File: config.mk
export PLATFORM = sky130hd
export DESIGN_NAME = hazard_ctrl_flat
export DESIGN_NICKNAME = d
export VERILOG_FILES = /design/src/rtl/hazard_pkg.sv /design/src/rtl/hazard_ctrl_if.sv /design/src/rtl/sat_counter.sv /design/src/rtl/hazard_ctrl.sv /design/src/flat_wrapper.sv
export SDC_FILE = /design/constraint.sdc
export NUM_CORES = 1
export LEC_CHECK = 0
export ABC_CLOCK_PERIOD_IN_PS = 2500
export BUFFER_PORTS_ARGS = -buffer_cell sky130_fd_sc_hd__buf_2
export CORE_ASPECT_RATIO = 1.4
export CORE_MARGIN = 2
export CORE_UTILIZATION = 49
export DETAILED_ROUTE_END_ITERATION = 12
export GPL_TIMING_DRIVEN = 0
export PLACE_DENSITY = 0.79
export SLEW_MARGIN = 20
export SYNTH_ARGS = -nofsm -noshare
export SYNTH_HDL_FRONTEND = slang
export SYNTH_SLANG_ARGS = --single-unit
export TNS_END_PERCENT = 1
File: constraint.sdc
create_clock -name clk -period 2.5 [get_ports clk]
set_input_delay 0.5 -clock clk [delete_from_list [all_inputs] [get_ports clk]]
set_output_delay 0.5 -clock clk [all_outputs]
set_load 0.03 [all_outputs]
File: src/rtl/hazard_pkg.sv
// Shared types and limits for the pipeline hazard controller.
package hazard_pkg;

    localparam int unsigned LOAD_LAT_MAX    = 4;
    localparam int unsigned FLUSH_DEPTH_MAX = 3;

    // Largest value the sequencing counter ever holds (LAT-1 or DEPTH-1).
    localparam int unsigned SEQ_MAX   = (LOAD_LAT_MAX > FLUSH_DEPTH_MAX) ?
                                        (LOAD_LAT_MAX - 1) : (FLUSH_DEPTH_MAX - 1);
    localparam int unsigned SEQ_CNT_W = $clog2(SEQ_MAX + 1);

    typedef enum logic [1:0] {
        StRun,
        StLstall,
        StFlush,
        StHalt
    } state_e;

endpackage

File: src/rtl/hazard_ctrl_if.sv
// Pipeline-side signal bundle of the hazard controller.
interface hazard_ctrl_if #(
    parameter int unsigned REG_W = 5,
    parameter int unsigned CNT_W = 16
);
    logic [REG_W-1:0] if_id_rs;
    logic [REG_W-1:0] if_id_rt;
    logic             if_id_uses_rt;
    logic [REG_W-1:0] id_ex_rt;
    logic             id_ex_mem_read;
    logic             pc_src;
    logic             brk;
    logic             resume;
    logic             pc_write;
    logic             if_id_write;
    logic             if_id_flush;
    logic             id_ex_bubble;
    logic             ex_mem_bubble;
    logic             halted;
    logic [CNT_W-1:0] stall_cycles;

    modport master (
        output if_id_rs, if_id_rt, if_id_uses_rt, id_ex_rt, id_ex_mem_read,
               pc_src, brk, resume,
        input  pc_write, if_id_write, if_id_flush, id_ex_bubble, ex_mem_bubble,
               halted, stall_cycles
    );

    modport slave (
        input  if_id_rs, if_id_rt, if_id_uses_rt, id_ex_rt, id_ex_mem_read,
               pc_src, brk, resume,
        output pc_write, if_id_write, if_id_flush, id_ex_bubble, ex_mem_bubble,
               halted, stall_cycles
    );

endinterface

File: src/rtl/sat_counter.sv
// Enable-driven up counter that sticks at its all-ones value.
module sat_counter #(
    parameter int unsigned CNT_W = 16
) (
    input  logic             clk,
    input  logic             rst,
    input  logic             i_en,
    output logic [CNT_W-1:0] o_count
);

    logic [CNT_W-1:0] r_count;

    // Count enabled cycles, holding once every bit is set.
    always_ff @(posedge clk or posedge rst) begin
        if (rst) begin
            r_count <= '0;
        end else if (i_en && (r_count != '1)) begin
            r_count <= r_count + CNT_W'(1);
        end
    end

    assign o_count = r_count;

endmodule

File: src/rtl/hazard_ctrl.sv
// Load-use stall, redirect flush and break/halt control for a 5-stage pipeline.
module hazard_ctrl
    import hazard_pkg::*;
#(
    parameter int unsigned REG_W       = 5,
    parameter int unsigned LOAD_LAT    = 1,
    parameter int unsigned FLUSH_DEPTH = 1,
    parameter int unsigned CNT_W       = 16
) (
    input logic          clk,
    input logic          rst,
    hazard_ctrl_if.slave bus
);

    localparam logic [SEQ_CNT_W-1:0] LSTALL_INIT = SEQ_CNT_W'(LOAD_LAT - 1);
    localparam logic [SEQ_CNT_W-1:0] FLUSH_INIT  = SEQ_CNT_W'(FLUSH_DEPTH - 1);
    localparam logic [SEQ_CNT_W-1:0] CNT_ONE     = SEQ_CNT_W'(1);

    state_e               r_state;
    logic [SEQ_CNT_W-1:0] r_cnt;

    logic [REG_W-1:0] w_rs;
    logic [REG_W-1:0] w_rt;
    logic [REG_W-1:0] w_ex_rt;
    logic             w_hazard;
    logic             w_pc_write;
    logic             w_if_id_write;
    logic             w_if_id_flush;
    logic             w_id_ex_bubble;
    logic             w_ex_mem_bubble;
    logic             w_halted;
    logic             w_cnt_en;

    assign w_rs    = bus.if_id_rs;
    assign w_rt    = bus.if_id_rt;
    assign w_ex_rt = bus.id_ex_rt;

    // Register 0 is hard-wired, so a load targeting it never creates a dependency.
    assign w_hazard = bus.id_ex_mem_read & (w_ex_rt != '0) &
                      ((w_ex_rt == w_rs) | (bus.if_id_uses_rt & (w_ex_rt == w_rt)));

    // State and sequencing counter; brk outranks redirect, redirect abandons a load stall.
    always_ff @(posedge clk or posedge rst) begin
        if (rst) begin
            r_state <= StRun;
            r_cnt   <= '0;
        end else begin
            unique case (r_state)
                StRun, StLstall: begin
                    if (bus.brk) begin
                        r_state <= StHalt;
                        r_cnt   <= '0;
                    end else if (bus.pc_src) begin
                        r_state <= (FLUSH_DEPTH > 1) ? StFlush : StRun;
                        r_cnt   <= (FLUSH_DEPTH > 1) ? FLUSH_INIT : '0;
                    end else if (r_state == StLstall) begin
                        if (r_cnt <= CNT_ONE) begin
                            r_state <= StRun;
                            r_cnt   <= '0;
                        end else begin
                            r_cnt <= r_cnt - CNT_ONE;
                        end
                    end else if (w_hazard && (LOAD_LAT > 1)) begin
                        r_state <= StLstall;
                        r_cnt   <= LSTALL_INIT;
                    end
                end
                StFlush: begin
                    if (bus.brk) begin
                        r_state <= StHalt;
                        r_cnt   <= '0;
                    end else if (bus.pc_src) begin
                        r_cnt <= FLUSH_INIT;
                    end else if (r_cnt <= CNT_ONE) begin
                        r_state <= StRun;
                        r_cnt   <= '0;
                    end else begin
                        r_cnt <= r_cnt - CNT_ONE;
                    end
                end
                StHalt: begin
                    if (bus.resume) begin
                        r_state <= StRun;
                    end
                end
                default: begin
                    r_state <= StRun;
                    r_cnt   <= '0;
                end
            endcase
        end
    end

    // Pipeline controls decoded from state and current inputs; reset forces a full squash.
    always_comb begin
        w_pc_write      = 1'b1;
        w_if_id_write   = 1'b1;
        w_if_id_flush   = 1'b0;
        w_id_ex_bubble  = 1'b0;
        w_ex_mem_bubble = 1'b0;
        w_halted        = 1'b0;
        if (rst) begin
            w_pc_write      = 1'b0;
            w_if_id_write   = 1'b0;
            w_if_id_flush   = 1'b1;
            w_id_ex_bubble  = 1'b1;
            w_ex_mem_bubble = 1'b1;
        end else begin
            unique case (r_state)
                StRun, StLstall: begin
                    if (bus.brk || bus.pc_src) begin
                        w_pc_write      = ~bus.brk;
                        w_if_id_write   = 1'b0;
                        w_if_id_flush   = 1'b1;
                        w_id_ex_bubble  = 1'b1;
                        w_ex_mem_bubble = 1'b1;
                    end else if ((r_state == StLstall) || w_hazard) begin
                        w_pc_write     = 1'b0;
                        w_if_id_write  = 1'b0;
                        w_id_ex_bubble = 1'b1;
                    end
                end
                StFlush: begin
                    w_pc_write      = ~bus.brk;
                    w_if_id_write   = 1'b0;
                    w_if_id_flush   = 1'b1;
                    w_id_ex_bubble  = 1'b1;
                    w_ex_mem_bubble = bus.brk;
                end
                StHalt: begin
                    w_pc_write     = 1'b0;
                    w_if_id_write  = 1'b0;
                    w_id_ex_bubble = 1'b1;
                    w_halted       = 1'b1;
                end
                default: begin
                    w_pc_write    = 1'b0;
                    w_if_id_write = 1'b0;
                end
            endcase
        end
    end

    assign w_cnt_en = ~w_pc_write & (r_state != StHalt) & ~rst;

    sat_counter #(
        .CNT_W (CNT_W)
    ) u_stall_cnt (
        .clk     (clk),
        .rst     (rst),
        .i_en    (w_cnt_en),
        .o_count (bus.stall_cycles)
    );

    assign bus.pc_write      = w_pc_write;
    assign bus.if_id_write   = w_if_id_write;
    assign bus.if_id_flush   = w_if_id_flush;
    assign bus.id_ex_bubble  = w_id_ex_bubble;
    assign bus.ex_mem_bubble = w_ex_mem_bubble;
    assign bus.halted        = w_halted;

endmodule

File: src/flat_wrapper.sv
// flat-port wrapper written by rule: the top's interface ports become plain ports
module hazard_ctrl_flat import hazard_pkg::*;
#(
    parameter int unsigned REG_W       = 5,
    parameter int unsigned LOAD_LAT    = 1,
    parameter int unsigned FLUSH_DEPTH = 1,
    parameter int unsigned CNT_W       = 16
)
  (clk, rst, bus_if_id_rs, bus_if_id_rt, bus_if_id_uses_rt, bus_id_ex_rt, bus_id_ex_mem_read, bus_pc_src, bus_brk, bus_resume, bus_pc_write, bus_if_id_write, bus_if_id_flush, bus_id_ex_bubble, bus_ex_mem_bubble, bus_halted, bus_stall_cycles);
  hazard_ctrl_if #(.REG_W(REG_W), .CNT_W(CNT_W)) bus_i ();
  input logic clk;
  input logic rst;
  input wire logic [$bits(bus_i.if_id_rs)-1:0] bus_if_id_rs;
  input wire logic [$bits(bus_i.if_id_rt)-1:0] bus_if_id_rt;
  input wire logic [$bits(bus_i.if_id_uses_rt)-1:0] bus_if_id_uses_rt;
  input wire logic [$bits(bus_i.id_ex_rt)-1:0] bus_id_ex_rt;
  input wire logic [$bits(bus_i.id_ex_mem_read)-1:0] bus_id_ex_mem_read;
  input wire logic [$bits(bus_i.pc_src)-1:0] bus_pc_src;
  input wire logic [$bits(bus_i.brk)-1:0] bus_brk;
  input wire logic [$bits(bus_i.resume)-1:0] bus_resume;
  output wire logic [$bits(bus_i.pc_write)-1:0] bus_pc_write;
  output wire logic [$bits(bus_i.if_id_write)-1:0] bus_if_id_write;
  output wire logic [$bits(bus_i.if_id_flush)-1:0] bus_if_id_flush;
  output wire logic [$bits(bus_i.id_ex_bubble)-1:0] bus_id_ex_bubble;
  output wire logic [$bits(bus_i.ex_mem_bubble)-1:0] bus_ex_mem_bubble;
  output wire logic [$bits(bus_i.halted)-1:0] bus_halted;
  output wire logic [$bits(bus_i.stall_cycles)-1:0] bus_stall_cycles;
  assign bus_i.if_id_rs = bus_if_id_rs;
  assign bus_i.if_id_rt = bus_if_id_rt;
  assign bus_i.if_id_uses_rt = bus_if_id_uses_rt;
  assign bus_i.id_ex_rt = bus_id_ex_rt;
  assign bus_i.id_ex_mem_read = bus_id_ex_mem_read;
  assign bus_i.pc_src = bus_pc_src;
  assign bus_i.brk = bus_brk;
  assign bus_i.resume = bus_resume;
  assign bus_pc_write = bus_i.pc_write;
  assign bus_if_id_write = bus_i.if_id_write;
  assign bus_if_id_flush = bus_i.if_id_flush;
  assign bus_id_ex_bubble = bus_i.id_ex_bubble;
  assign bus_ex_mem_bubble = bus_i.ex_mem_bubble;
  assign bus_halted = bus_i.halted;
  assign bus_stall_cycles = bus_i.stall_cycles;
  hazard_ctrl #(.REG_W(REG_W), .LOAD_LAT(LOAD_LAT), .FLUSH_DEPTH(FLUSH_DEPTH), .CNT_W(CNT_W)) u_core (.clk(clk), .rst(rst), .bus(bus_i));
endmodule
==> metrics <==
status=complete, no violations; top post-synthesis cells by count=dfrtp_1, xnor2_1, nor2_1, nand4_1, xor2_1; Top delay family on crit path=simple AND/OR/NAND/NOR gates; dpl hpwl=2280 microns; CP endpoint kind=output pin; Buffers & Inverters on Critical Path=2; Worst Tran Pin Value=0.815 ns; area leader, netlist=dfrtp_1; Final Max Tran Viols=0; grt total ovfl=0; core area=0.00244 sq mm; nets=205; syn_nets=156; Post-synth EDFFs=0; vias per cell=5.72; post-route ant nets=0; CTS buffer count=3; R2R Setup Slk=0.50 ns; Max Root-Sink Buffers=2; via count=1225; Unique masters post-synth=39; critical path type=in -> out; first-pass GRT wire length=4880 microns; Worst Setup SP=bus_id_ex_rt[0]; # setup viols final=0; Max stage delay cell, worst path=or4_4; internal power=601 uW; CTS tree=done; reg-to-reg startpoint=u_core.u_stall_cnt.o_count[2]; Syn. warnings=0; clk slew on worst S/H paths=0.10 ns; Synth area leaders=dfrtp_1, xnor2_1, xor2_1; largest net degree at the start of global routing=23; Worst EP arrival=1.93 ns; post-route minimum period=2.43 ns; max_cap viols=0; Detailed Route Iter0 Violations=31; share of power burned in registers=0.429; area share of the largest cell type after synthesis=0.392; fraction of layout cells with a size suffix above 1=0.361; Post-Layout Cell Count=214; DIE AREA=0.00303 sq mm; # IOs=44; number of global-route vias before repair=1175; Die Y=64.4 microns; Clk pwr share=0.140; Max VDD drop=0.000630 V; flops & latches, synth=20; part of the cycle the worst path needs=0.973; ys flop type=dfrtp_1; Largest stage delay, worst path=0.52 ns; hold slack final=0.377 ns; Hold Violations, Final=0; Psw=442 uW; fmax=0.411 GHz; worst-skew pair later-pin latency=0.29 ns; clock tree root buffer cell=clkbuf_4; crit-path max FO=3; Avg WL per Cell=14.0 microns; Startpoint Class=input pin; Filler cells=196; placed cell area=0.00153 sq mm; power per cell area=653 mW/mm^2; All-Layer GR Usage=0.219; Worst EP required=2.00 ns; diode count=0; r2r worst-path depth=6; Levels on crit path=6; Initial Util=0.522; Syn Area/Cell=9.60 sq um; # rows=21; Lkg Pwr=0.743 nW; Net Sw Frac=0.424; placed insts=210; # hold bufs at CTS=0; Logic pwr share=0.431; ys async rst share=1.00; critical-path cell list=buf_6 -> or4_4 -> o21ai_2 -> nor2_1 -> or4_4 -> buf_4; DRC Markers=0; RSZ-0062 raised after global routing=false; CP endpoint=bus_id_ex_bubble; H-tree levels=1; finished layout cell area=0.00160 sq mm; final wirelength=2990 microns; CP most frequent cell=or4_4; FF-to-FF End=u_core.u_stall_cnt.o_count[1]; GPL Wtd Cong=0.836; die width=47.1 microns; worst min-delay path class=in -> reg; sequential share of the synthesized area=0.392; most frequent cell after synthesis=dfrtp_1; IO buf count=43; Layout Skew=0.000861 ns; Pre-Repair DR Iteration Count=4; initial antenna violation count=0; Syn Std Cell Area=0.00128 sq mm; Area Overhead vs Synth=25.2%; Sink Count=20; cell count after synthesis=133; Slew HR=0.456
-- worst register-to-register path, stage by stage (launching register included) --
cell	delay, ns
dfrtp_1	0.45
and4_1	0.26
and2_4	0.18
nand3_2	0.12
or3_4	0.44
nand2_1	0.14
mux2_4	0.31
-- metal layers --
metal  vias to the layer above  wire length, microns  global-route usage
met5                         -                     0                   0
met1                       598                  1120               0.251
li1                        579                     -                   -
met4                         0                    70               0.108
met2                        40                  1680               0.372
met3                         8                   113              0.0339
-- timing repair --
| item | CTS | global route |
|---|---|---|
| setup endpoints to repair | 2 | 3 |
| gates cloned | 0 | 0 |
| gates resized for setup | 4 | 5 |
| pin swaps | 2 | 4 |
| setup buffers | 1 | 1 |
-- final cells by class --
type / instances / area [sq um] / area share
Inverter: 3 / 11.3 / 0.00705
Multi-Input combinational cell: 106 / 743 / 0.465
Tap cell: 34 / 42.5 / 0.0266
Clock buffer: 3 / 22.5 / 0.0141
Buffer: 3 / 26.3 / 0.0164
Timing Repair Buffer: 45 / 251 / 0.157
Sequential cell: 20 / 500 / 0.313
-- cell usage in the layout, fill, tap and decap left out, types with 4 or more instances in the layout --
master	synthesis	layout
buf_2	0	39
dfrtp_1	20	20
xnor2_1	13	13
nor2_1	11	11
xor2_1	10	10
nand4_1	10	10
a21oi_1	8	8
nand3_1	8	8
nand2_1	6	6
buf_6	2	5
and3_1	4	4
o21ai_0	4	4
-- how the worst min path moves through the flow --
stage	startpoint	to	slack, ns	cells past startpoint
2_1_floorplan	rst	u_core.r_cnt[0]	0.48	1
3_5_place_dp	u_core.u_stall_cnt.o_count[5]	u_core.u_stall_cnt.o_count[5]	0.49	1
5_1_grt	bus_resume	u_core.r_state[0]	0.37	2
4_1_cts	bus_resume	u_core.r_state[1]	0.37	2
3_3_place_gp	u_core.u_stall_cnt.o_count[5]	u_core.u_stall_cnt.o_count[5]	0.47	1
6_report	bus_resume	u_core.r_state[1]	0.38	2
-- metrics by stage --
stage	setup TNS [ns]	total power, mW	util	setup WS (ns)
after global routing	0	1.11	0.654	0.0122
final	0	1.04	0.654	0.0679
after CTS	0	1.05	0.645	0.0133
after floorplan	0	0.757	-	0.0138
after detailed placement	-0.344	0.894	0.628	-0.191
after global placement	-0.293	0.879	0.628	-0.166
-- cells by family (layout without fill, tap and decap cells) --
group,Yosys count,after routing,synth area share
simple gates,60,60,0.276
fa+ha+maj,1,1,0.00980
mux,2,2,0.0206
buf+inv,7,54,0.0324
xor+xnor,23,23,0.158
compound gates,20,20,0.112
flops,20,20,0.392
-- power by group through the flow --
| stage | logic (mW) | registers [mW] | clock network, mW |
|---|---|---|---|
| after floorplan | 0.241 | 0.516 | 0 |
| after global placement | 0.446 | 0.432 | 0 |
| after detailed placement | 0.455 | 0.439 | 0 |
| after CTS | 0.462 | 0.433 | 0.154 |
| after global routing | 0.485 | 0.457 | 0.169 |
| final | 0.450 | 0.447 | 0.146 |
-- registers in the layout, summed over array words and instances (netlist names) --
name,count
u_core.r_state,2
u_core.u_stall_cnt.o_count,16
u_core.r_cnt,2
Power figures use the tool's default switching activity.
